[src/rtl/aura_pkg.sv]
// Shared definitions for the OPM write sequencer: FSM state encoding,
// status-bit index and the bus-control decode for each state.
package aura_pkg;

  typedef enum logic [2:0] {
    ST_IDLE      = 3'd0,
    ST_ADDR_WR   = 3'd1,
    ST_ADDR_GAP  = 3'd2,
    ST_DATA_WR   = 3'd3,
    ST_DATA_GAP  = 3'd4,
    ST_BUSY_POLL = 3'd5
  } opm_state_e;

  // Bit of the OPM status byte that reports the chip is still busy
  localparam int unsigned STATUS_BUSY_BIT = 7;

  typedef struct packed {
    logic cs_n;
    logic wr_n;
    logic rd_n;
    logic a0;
  } opm_bus_t;

  // Active-low bus controls for a given state; everything parked high
  // outside the address/data strobes and the status read.
  function automatic opm_bus_t bus_ctrl(input opm_state_e st);
    opm_bus_t b;
    b = '1;
    case (st)
      ST_ADDR_WR: begin
        b.cs_n = 1'b0;
        b.wr_n = 1'b0;
        b.a0   = 1'b0;
      end
      ST_DATA_WR: begin
        b.cs_n = 1'b0;
        b.wr_n = 1'b0;
        b.a0   = 1'b1;
      end
      ST_BUSY_POLL: begin
        b.cs_n = 1'b0;
        b.rd_n = 1'b0;
        b.a0   = 1'b0;
      end
      default: b = '1;
    endcase
    return b;
  endfunction

endpackage

[src/rtl/sync_fifo.sv]
// First-word-fall-through synchronous FIFO with occupancy count and a
// synchronous clear. A push while full is accepted only if a pop happens
// in the same cycle.
module sync_fifo #(
  parameter int unsigned DEPTH = 16,
  parameter int unsigned WIDTH = 16
) (
  input  logic                     clk,
  input  logic                     resetn,
  input  logic                     clear,
  input  logic                     push,
  input  logic                     pop,
  input  logic [WIDTH-1:0]         din,
  output logic [WIDTH-1:0]         dout,
  output logic                     full,
  output logic                     empty,
  output logic [$clog2(DEPTH):0]   level
);

  localparam int unsigned AW = $clog2(DEPTH);
  localparam int unsigned LW = AW + 1;
  localparam logic [AW:0] FULL_LVL = LW'(DEPTH);

  logic [WIDTH-1:0] mem_q [DEPTH];
  logic [AW-1:0]    wptr_q, wptr_d;
  logic [AW-1:0]    rptr_q, rptr_d;
  logic [AW:0]      level_q, level_d;
  logic             do_push, do_pop;

  // Pointer and occupancy update; clear wins over push/pop
  always_comb begin
    do_pop  = pop && (level_q != '0) && !clear;
    do_push = push && ((level_q != FULL_LVL) || do_pop) && !clear;
    wptr_d  = wptr_q;
    rptr_d  = rptr_q;
    level_d = level_q;
    if (clear) begin
      wptr_d  = '0;
      rptr_d  = '0;
      level_d = '0;
    end else begin
      if (do_push) wptr_d = wptr_q + AW'(1);
      if (do_pop)  rptr_d = rptr_q + AW'(1);
      case ({do_push, do_pop})
        2'b10:   level_d = level_q + LW'(1);
        2'b01:   level_d = level_q - LW'(1);
        default: level_d = level_q;
      endcase
    end
  end

  // Control state registers
  always_ff @(posedge clk or negedge resetn) begin
    if (!resetn) begin
      wptr_q  <= '0;
      rptr_q  <= '0;
      level_q <= '0;
    end else begin
      wptr_q  <= wptr_d;
      rptr_q  <= rptr_d;
      level_q <= level_d;
    end
  end

  // Storage array, written on accepted push
  always_ff @(posedge clk) begin
    if (do_push) mem_q[wptr_q] <= din;
  end

  assign dout  = mem_q[rptr_q];
  assign full  = (level_q == FULL_LVL);
  assign empty = (level_q == '0);
  assign level = level_q;

endmodule

[src/rtl/opm_write_sequencer.sv]
// Buffers host register writes and replays them on the OPM bus as an
// address strobe, a data strobe and a busy-flag poll, paced by phim_en.
module opm_write_sequencer
  import aura_pkg::*;
#(
  parameter int unsigned FIFO_DEPTH   = 16,
  parameter int unsigned STROBE_EN    = 2,
  parameter int unsigned BUSY_TIMEOUT = 1023
) (
  input  logic                          clk,
  input  logic                          resetn,
  input  logic                          phim_en,
  input  logic                          wr_valid,
  input  logic [7:0]                    wr_addr,
  input  logic [7:0]                    wr_data,
  output logic                          wr_ready,
  output logic [$clog2(FIFO_DEPTH):0]   fifo_level,
  input  logic                          flush,
  output logic                          opm_cs_n,
  output logic                          opm_wr_n,
  output logic                          opm_rd_n,
  output logic                          opm_a0,
  output logic [7:0]                    opm_d,
  input  logic [7:0]                    opm_status,
  output logic                          idle,
  output logic                          timeout_err
);

  localparam int unsigned CNT_MAX = (BUSY_TIMEOUT > STROBE_EN) ? BUSY_TIMEOUT : STROBE_EN;
  localparam int unsigned CNT_W   = $clog2(CNT_MAX + 1);
  localparam logic [CNT_W-1:0] STROBE_LAST = CNT_W'(STROBE_EN - 1);
  localparam logic [CNT_W-1:0] POLL_LAST   = CNT_W'(BUSY_TIMEOUT - 1);

  opm_state_e       state_q, state_d;
  logic [CNT_W-1:0] cnt_q, cnt_d;
  logic [7:0]       addr_q, addr_d;
  logic [7:0]       data_q, data_d;
  logic             tmo_q, tmo_d;

  logic             push, pop;
  logic [15:0]      fifo_dout;
  logic             fifo_full, fifo_empty;
  logic             busy;
  logic             unused_status;
  opm_bus_t         bus;

  assign busy          = opm_status[STATUS_BUSY_BIT];
  assign unused_status = ^opm_status;

  // A pop in this cycle frees a slot, so a full FIFO can still take a push
  assign wr_ready = !fifo_full || pop;
  assign push     = wr_valid && wr_ready && !flush;

  sync_fifo #(
    .DEPTH (FIFO_DEPTH),
    .WIDTH (16)
  ) u_fifo (
    .clk    (clk),
    .resetn (resetn),
    .clear  (flush),
    .push   (push),
    .pop    (pop),
    .din    ({wr_addr, wr_data}),
    .dout   (fifo_dout),
    .full   (fifo_full),
    .empty  (fifo_empty),
    .level  (fifo_level)
  );

  // Sequencing FSM: IDLE exit is free-running, every other step waits on phim_en
  always_comb begin
    state_d = state_q;
    cnt_d   = cnt_q;
    addr_d  = addr_q;
    data_d  = data_q;
    tmo_d   = tmo_q;
    pop     = 1'b0;
    if (flush) begin
      state_d = ST_IDLE;
      cnt_d   = '0;
      tmo_d   = 1'b0;
    end else begin
      case (state_q)
        ST_IDLE: begin
          if (!fifo_empty) begin
            pop              = 1'b1;
            {addr_d, data_d} = fifo_dout;
            cnt_d            = '0;
            state_d          = ST_ADDR_WR;
          end
        end
        ST_ADDR_WR: begin
          if (phim_en) begin
            if (cnt_q == STROBE_LAST) begin
              cnt_d   = '0;
              state_d = ST_ADDR_GAP;
            end else begin
              cnt_d = cnt_q + CNT_W'(1);
            end
          end
        end
        ST_ADDR_GAP: begin
          if (phim_en) state_d = ST_DATA_WR;
        end
        ST_DATA_WR: begin
          if (phim_en) begin
            if (cnt_q == STROBE_LAST) begin
              cnt_d   = '0;
              state_d = ST_DATA_GAP;
            end else begin
              cnt_d = cnt_q + CNT_W'(1);
            end
          end
        end
        ST_DATA_GAP: begin
          if (phim_en) state_d = ST_BUSY_POLL;
        end
        ST_BUSY_POLL: begin
          if (phim_en) begin
            if (!busy) begin
              cnt_d   = '0;
              state_d = ST_IDLE;
            end else if (cnt_q == POLL_LAST) begin
              cnt_d   = '0;
              tmo_d   = 1'b1;
              state_d = ST_IDLE;
            end else begin
              cnt_d = cnt_q + CNT_W'(1);
            end
          end
        end
        default: begin
          cnt_d   = '0;
          state_d = ST_IDLE;
        end
      endcase
    end
  end

  // FSM and latched-entry registers
  always_ff @(posedge clk or negedge resetn) begin
    if (!resetn) begin
      state_q <= ST_IDLE;
      cnt_q   <= '0;
      addr_q  <= '0;
      data_q  <= '0;
      tmo_q   <= 1'b0;
    end else begin
      state_q <= state_d;
      cnt_q   <= cnt_d;
      addr_q  <= addr_d;
      data_q  <= data_d;
      tmo_q   <= tmo_d;
    end
  end

  // Bus outputs decode straight from the state register, so an async
  // reset or a flush parks the bus without waiting for another edge.
  always_comb begin
    bus = bus_ctrl(state_q);
    case (state_q)
      ST_ADDR_WR: opm_d = addr_q;
      ST_DATA_WR: opm_d = data_q;
      default:    opm_d = '0;
    endcase
  end

  assign opm_cs_n    = bus.cs_n;
  assign opm_wr_n    = bus.wr_n;
  assign opm_rd_n    = bus.rd_n;
  assign opm_a0      = bus.a0;
  assign idle        = fifo_empty && (state_q == ST_IDLE);
  assign timeout_err = tmo_q;

endmodule

[config.mk]
export PLATFORM = sky130hd
export DESIGN_NAME = opm_write_sequencer
export DESIGN_NICKNAME = d
export VERILOG_FILES = /design/src/rtl/aura_pkg.sv /design/src/rtl/sync_fifo.sv /design/src/rtl/opm_write_sequencer.sv
export SDC_FILE = /design/constraint.sdc
export NUM_CORES = 1
export LEC_CHECK = 0
export CAP_MARGIN = 30
export CORE_MARGIN = 4
export CORE_UTILIZATION = 55
export CTS_BUF_LIST = sky130_fd_sc_hd__clkbuf_8
export DETAILED_ROUTE_END_ITERATION = 12
export PLACE_DENSITY_LB_ADDON = 0.3
export REMOVE_ABC_BUFFERS = 1
export SETUP_SLACK_MARGIN = 0.1
export SYNTH_ARGS = -nofsm -noshare
export SYNTH_HDL_FRONTEND = slang
export SYNTH_HIERARCHICAL = 1
export SYNTH_SLANG_ARGS = --single-unit
[constraint.sdc]
create_clock -name clk -period 5.2 [get_ports clk]
set_clock_uncertainty 0.1 [all_clocks]
set_input_delay 1.04 -clock clk [delete_from_list [all_inputs] [get_ports clk]]
set_output_delay 1.04 -clock clk [all_outputs]
set_load 0.05 [all_outputs]
* Yosys cells after proc, flatten, opt, wreduce, memory -nomap -nowiden
Memories as Yosys holds them, arrays and structs flattened. A register that Yosys moved wholly into a read port is not among the register bits. Index checks and enable logic that the tools add are counted.
Operators by class: add/sub/neg operators 5, equality and inequality tests 22, multiplexer cells 41, bitwise gates (word level) 2, reduce and logical (&&, ||, !) cells 30
Operator list (number):
- 2-to-1 mux 10 bit | 7
- case mux 10 bit (4 select lines) | 1
- 2-to-1 mux 3 bit | 11
- inequality test 3 bit (second input constant) | 8
- case mux 3 bit (6 select lines) | 1
- 2-to-1 mux 4 bit | 4
- case mux 8 bit (2 select lines) | 1
- 2-to-1 mux 1 bit | 14
- nonzero test 2 bit | 6
- adder 10 x 1 -> 10 bit (second input constant) | 1
- == test 10 x 1 -> 1 bit (second input constant) | 1
- == test 10 bit (second input constant) | 1
- case mux 5 bit (2 select lines) | 1
- AND reduction 9 bit | 1
- adder 4 x 1 -> 4 bit (second input constant) | 2
- AND reduction 4 bit | 2
- logical AND 1 bit | 7
- == test 3 x 2 -> 1 bit (second input constant) | 2
- == test 3 bit (second input constant) | 2
- OR reduction 2 bit | 3
- adder 5 x 1 -> 5 bit (second input constant) | 1
- == test 5 bit (second input constant) | 1
- logical NOT 5 bit | 1
- 2-to-1 mux 5 bit | 1
- 16 further kinds | 20
Storage, ports and cells: bits in registers 27, RAM bits 256, input port bits 29, output and inout port bits 20, word-level logic and storage cells 107, memories 1
Memories:
- u_fifo.mem_q | depth 16, width 16, read ports 1, clocked after memory_dff 1, write ports 1, line sync_fifo.sv:24 | logic [WIDTH-1:0] mem_q [DEPTH];

* Depth between registers and ports, before layout
word-level depth 12, gate-level depth with buffers 14, mapped depth without buffers 13

* Modules after synthesis
Netlist, hierarchy kept.
Modules (own cells, without submodules):
- sync_fifo | instances 1, cells an instance 595, area an instance 10755.3 sq um, sequential area each 8012.7 sq um
- opm_write_sequencer | instances 1, cells an instance 161, area an instance 1667.8 sq um, sequential area each 750.7 sq um

* Worst setup path before layout
OpenSTA, ideal clock, no wires.
path type input to register, start in flush, end mem u_fifo.mem_q[0][0], enable pin, setup time 409 ps, arrival 4383 ps, data required time 4691 ps, slack 308 ps, cell stages on the path 9, buffers on the path 2, path through clkbuf_1 nor4_4 nand2b_1 and3b_1 clkbuf_1 inv_1 a211oi_1 nand2_1 nor3_1
Between the ends: word-level cells in the longest chain between the ends 8, elaborated cells on any way between the ends 12
RTL lines:
- start, declared | line opm_write_sequencer.sv:18 | input logic flush,
- 2-to-1 mux 1 bit | line opm_write_sequencer.sv:78 | if (flush) begin
- logical OR 1 bit | line opm_write_sequencer.sv:51 | assign wr_ready = !fifo_full || pop;
- named net wr_ready | line opm_write_sequencer.sv:16 | output logic wr_ready,
- logical AND 1 bit (2 in series) | line opm_write_sequencer.sv:52 | assign push = wr_valid && wr_ready && !flush;
- named net push | line opm_write_sequencer.sv:40 | logic push, pop;
- logical AND 1 bit (2 in series) | line sync_fifo.sv:33 | do_push = push && ((level_q != FULL_LVL) || do_pop) && !clear;
- 2-to-1 mux 1 bit | line sync_fifo.sv:67 | if (do_push) mem_q[wptr_q] <= din;
- 2-to-1 mux 1 bit (not written as such) | line sync_fifo.sv:67
- end, declared | line sync_fifo.sv:24
The timed path passes the listed nets, and every way through them passes these cells.

* Worst setup path after layout
start reg u_fifo.level_q[1], in the netlist u_fifo/level[1], end out idle
Between the ends: word-level cells in the longest chain between the ends 2
RTL lines:
- start, declared | line sync_fifo.sv:27 | logic [AW:0] level_q, level_d;
- start signal, assigned | line sync_fifo.sv:61 | level_q <= level_d;
- logical NOT 5 bit | line sync_fifo.sv:72 | assign empty = (level_q == '0);
- named net fifo_empty | line opm_write_sequencer.sv:42 | logic fifo_full, fifo_empty;
- logical AND 1 bit | line opm_write_sequencer.sv:172 | assign idle = fifo_empty && (state_q == ST_IDLE);
- end, declared | line opm_write_sequencer.sv:25 | output logic idle,
The timed path passes the listed nets, and every way through them passes these cells.

==> impl_metrics.tcl <==
set metrics [dict create \
    drt-initial-drc-count 647 \
    cp.required_ns 4.06 \
    holdBufCountCts 0 \
    grt_usage_pct 21.5 \
    fmax_ghz 0.235 \
    route.detailed.drc 0 \
    ir_drop_v 0.000229 \
    cp_max_fo 6 \
    crit_type "reg -> out" \
    die-area_um2 25100 \
    synth-seq-cells 299 \
    fin_crit_sh_pct 81.7 \
    setup_viol 0 \
    hold_ws_ns 0.379 \
    worstMarginPinSlew_ns 0.978 \
    worst_slew_margin_rel_pct 34.8 \
    antenna_left 0 \
    hold_path.class "in -> async" \
    final.fill_count 1518 \
    dr.pass1.iters 5 \
    cts_resized 0 \
    clkTransAtPathRegs_ns 0.07 \
    start_kind "flip-flop" \
    nets 884 \
    cts_tree "yes" \
    drv_slew 0 \
    htreeDepth 2 \
    multiInputGateArea_um2 3450 \
    cp_data_arrival_time_ns 3.11 \
    grt_pass1_vias 7318 \
    synthDistinctLibCells 58 \
    power_density_nw_per_um2 445 \
    synth_common_cells "edfxtp_1, mux2i_1, nor2_1" \
    synth_top_cell_by_area "edfxtp_1" \
    async_flop_share_pct 14.4 \
    ys_seq_area_share_pct 70.5 \
    post_cts_buffers 0 \
    cts_buffer_depth 3 \
    floorplan.initialDensity_pct 56.4 \
    synth_cells 756 \
    antennaDiodeCount 0 \
    die_y_um 158 \
    drv_cap 0 \
    clkLatencyLatePin_ns 0.55 \
    regArea_um2 8770 \
    grt_antenna_before_repair 0 \
    drive_gt1_share_pct 20.5 \
    dp_hpwl_mm 16.3 \
    grt_first_pass_wirelength_mm 41.0 \
    synth.most_common_cell "edfxtp_1" \
    clock-sinks 299 \
    cellLeakagePower_nw 4.89 \
    route.final.wire_length_mm 26.2 \
    synth_ff_type "edfxtp_1" \
    rsz0062_at_grt "no" \
    die_w_um 158 \
    hold_viol_final 0 \
    gp_congestion 0.858 \
    grt_overflow 0 \
    yosys-top-cells-area "edfxtp_1, dfrtp_1, mux4_2" \
    coreArea_um2 22000 \
    syn2layout_area_growth_pct 15.1 \
    netlist.area_leader.share_pct 61.9 \
    synth.avg_cell_area_um2 16.4 \
    cts_buffers 47 \
    finish.utilization_pct 64.9 \
    clock-root-buffer "clkbuf_8" \
    crit_path_end_kind "primary output" \
    status "completed" \
    finalSetupTns_ns 0 \
    synth_area_um2 12400 \
    fin_crit_ns 4.25 \
    dr_total_vias 7022 \
    port_buffers 41 \
    grt_max_degree 53 \
    wl_per_cell_um 22.5 \
    row_count 54 \
    pin_count 49 \
    synth_edf_count 256 \
    vias_per_cell 6.04 \
    synth_warnings 6 \
]
report_power, final:
part           total, W  switching [W]  leakage, nW  internal [W]
clock           0.00192       0.000865        0.555       0.00106
sequential      0.00292       0.000198         2.86       0.00272
combinational   0.00153       0.000828         1.48      0.000700
total           0.00637        0.00189         4.89       0.00447
state kept, by name, indices dropped and copies added, names as in the netlist:
signal and count:
cnt_q 10, u_fifo/level 5, addr_q 8, state_q 3
data_q 8, u_fifo/wptr_q 4, u_fifo/mem_q 256, timeout_err 1
u_fifo/rptr_q 4
kinds of logic (layout without fill, tap and decap cells):
logic type / Yosys count / count (layout) / share of synthesized area, %
flops: 299 / 299 / 70.5
simple gates: 139 / 139 / 5.44
mux: 124 / 124 / 13.6
compound gates: 122 / 122 / 6.61
buf+inv: 51 / 177 / 1.90
fa+ha+maj: 12 / 12 / 1.27
xor+xnor: 9 / 9 / 0.635
final timing paths:
kind / start / endpoint / slack (ns) / cells past startpoint
setup / recovery: u_fifo/level[1] / idle / 0.95 / 4
hold / removal: resetn / addr_q[0] / 0.38 / 1
setup reg to reg: state_q[1] / u_fifo/mem_q[14][11] / 1.16 / 9
hold reg to reg: timeout_err / timeout_err / 0.40 / 2
max in group asynchronous: resetn / u_fifo/rptr_q[0] / 4.07 / 2
min in group clk: timeout_err / timeout_err / 0.40 / 2
layout by cell type (no fill, tap or decap), types with 3 or more instances in the layout:
cell and instances:
inv_1 33, and3_1 3, nor3_1 4, dfrtp_1 42, edfxtp_1 256, buf_4 31
bufinv_16 3, clkbuf_8 51, a221oi_1 16, nand3_1 12, nor2_1 45, xor2_1 7
nand4_1 3, nor3_2 4, mux2_1 3, a22o_1 5, a21oi_1 24, mux4_2 32
o21ai_0 37, a22oi_1 16, ha_1 11, a211oi_1 4, nand2_1 38, a31oi_1 3
clkinv_2 5, nand2b_1 10, a21o_1 4, clkdlybuf4s50_1 39, mux2i_1 56, or3_1 3
clkinv_1 6, mux2_2 32, buf_12 5
cell type report:
cell class              count  area share, %
inverters                  12          0.315
repair buffers             77           5.28
clock inverters            37           1.63
well taps                 280           2.45
multi-input cells         406           24.1
clock buffers              51           4.91
flip-flops and latches    299           61.3
through the flow:
stage          setup slack [ns]  cells  cell area (um2)  total power (W)
3_5_place_dp              0.734   1074            13400          0.00450
3_3_place_gp              0.756   1072            13300          0.00445
4_1_cts                   0.922   1162            14300          0.00642
5_1_grt                   0.841   1162            14300          0.00667
2_1_floorplan             0.174    717            12200          0.00410
6_report                  0.954   1162            14300          0.00637
worst max-delay path: stages, from the launching register on:
cell and delay, ns:
dfrtp_1 0.44, or4_4 0.60, nor2_1 0.27, nor4b_1 0.38
clkdlybuf4s50_1 0.88
layer usage:
metal  share of wire, %  global-route usage [%]  wire [um]
met3                6.9                    4.89       1800
met1                 41                    28.6      10700
met4                2.3                    6.70        607
met2                 50                    35.9      13100
met5                  0                       0          0
Note: power is estimated with default switching activity, not from simulation.
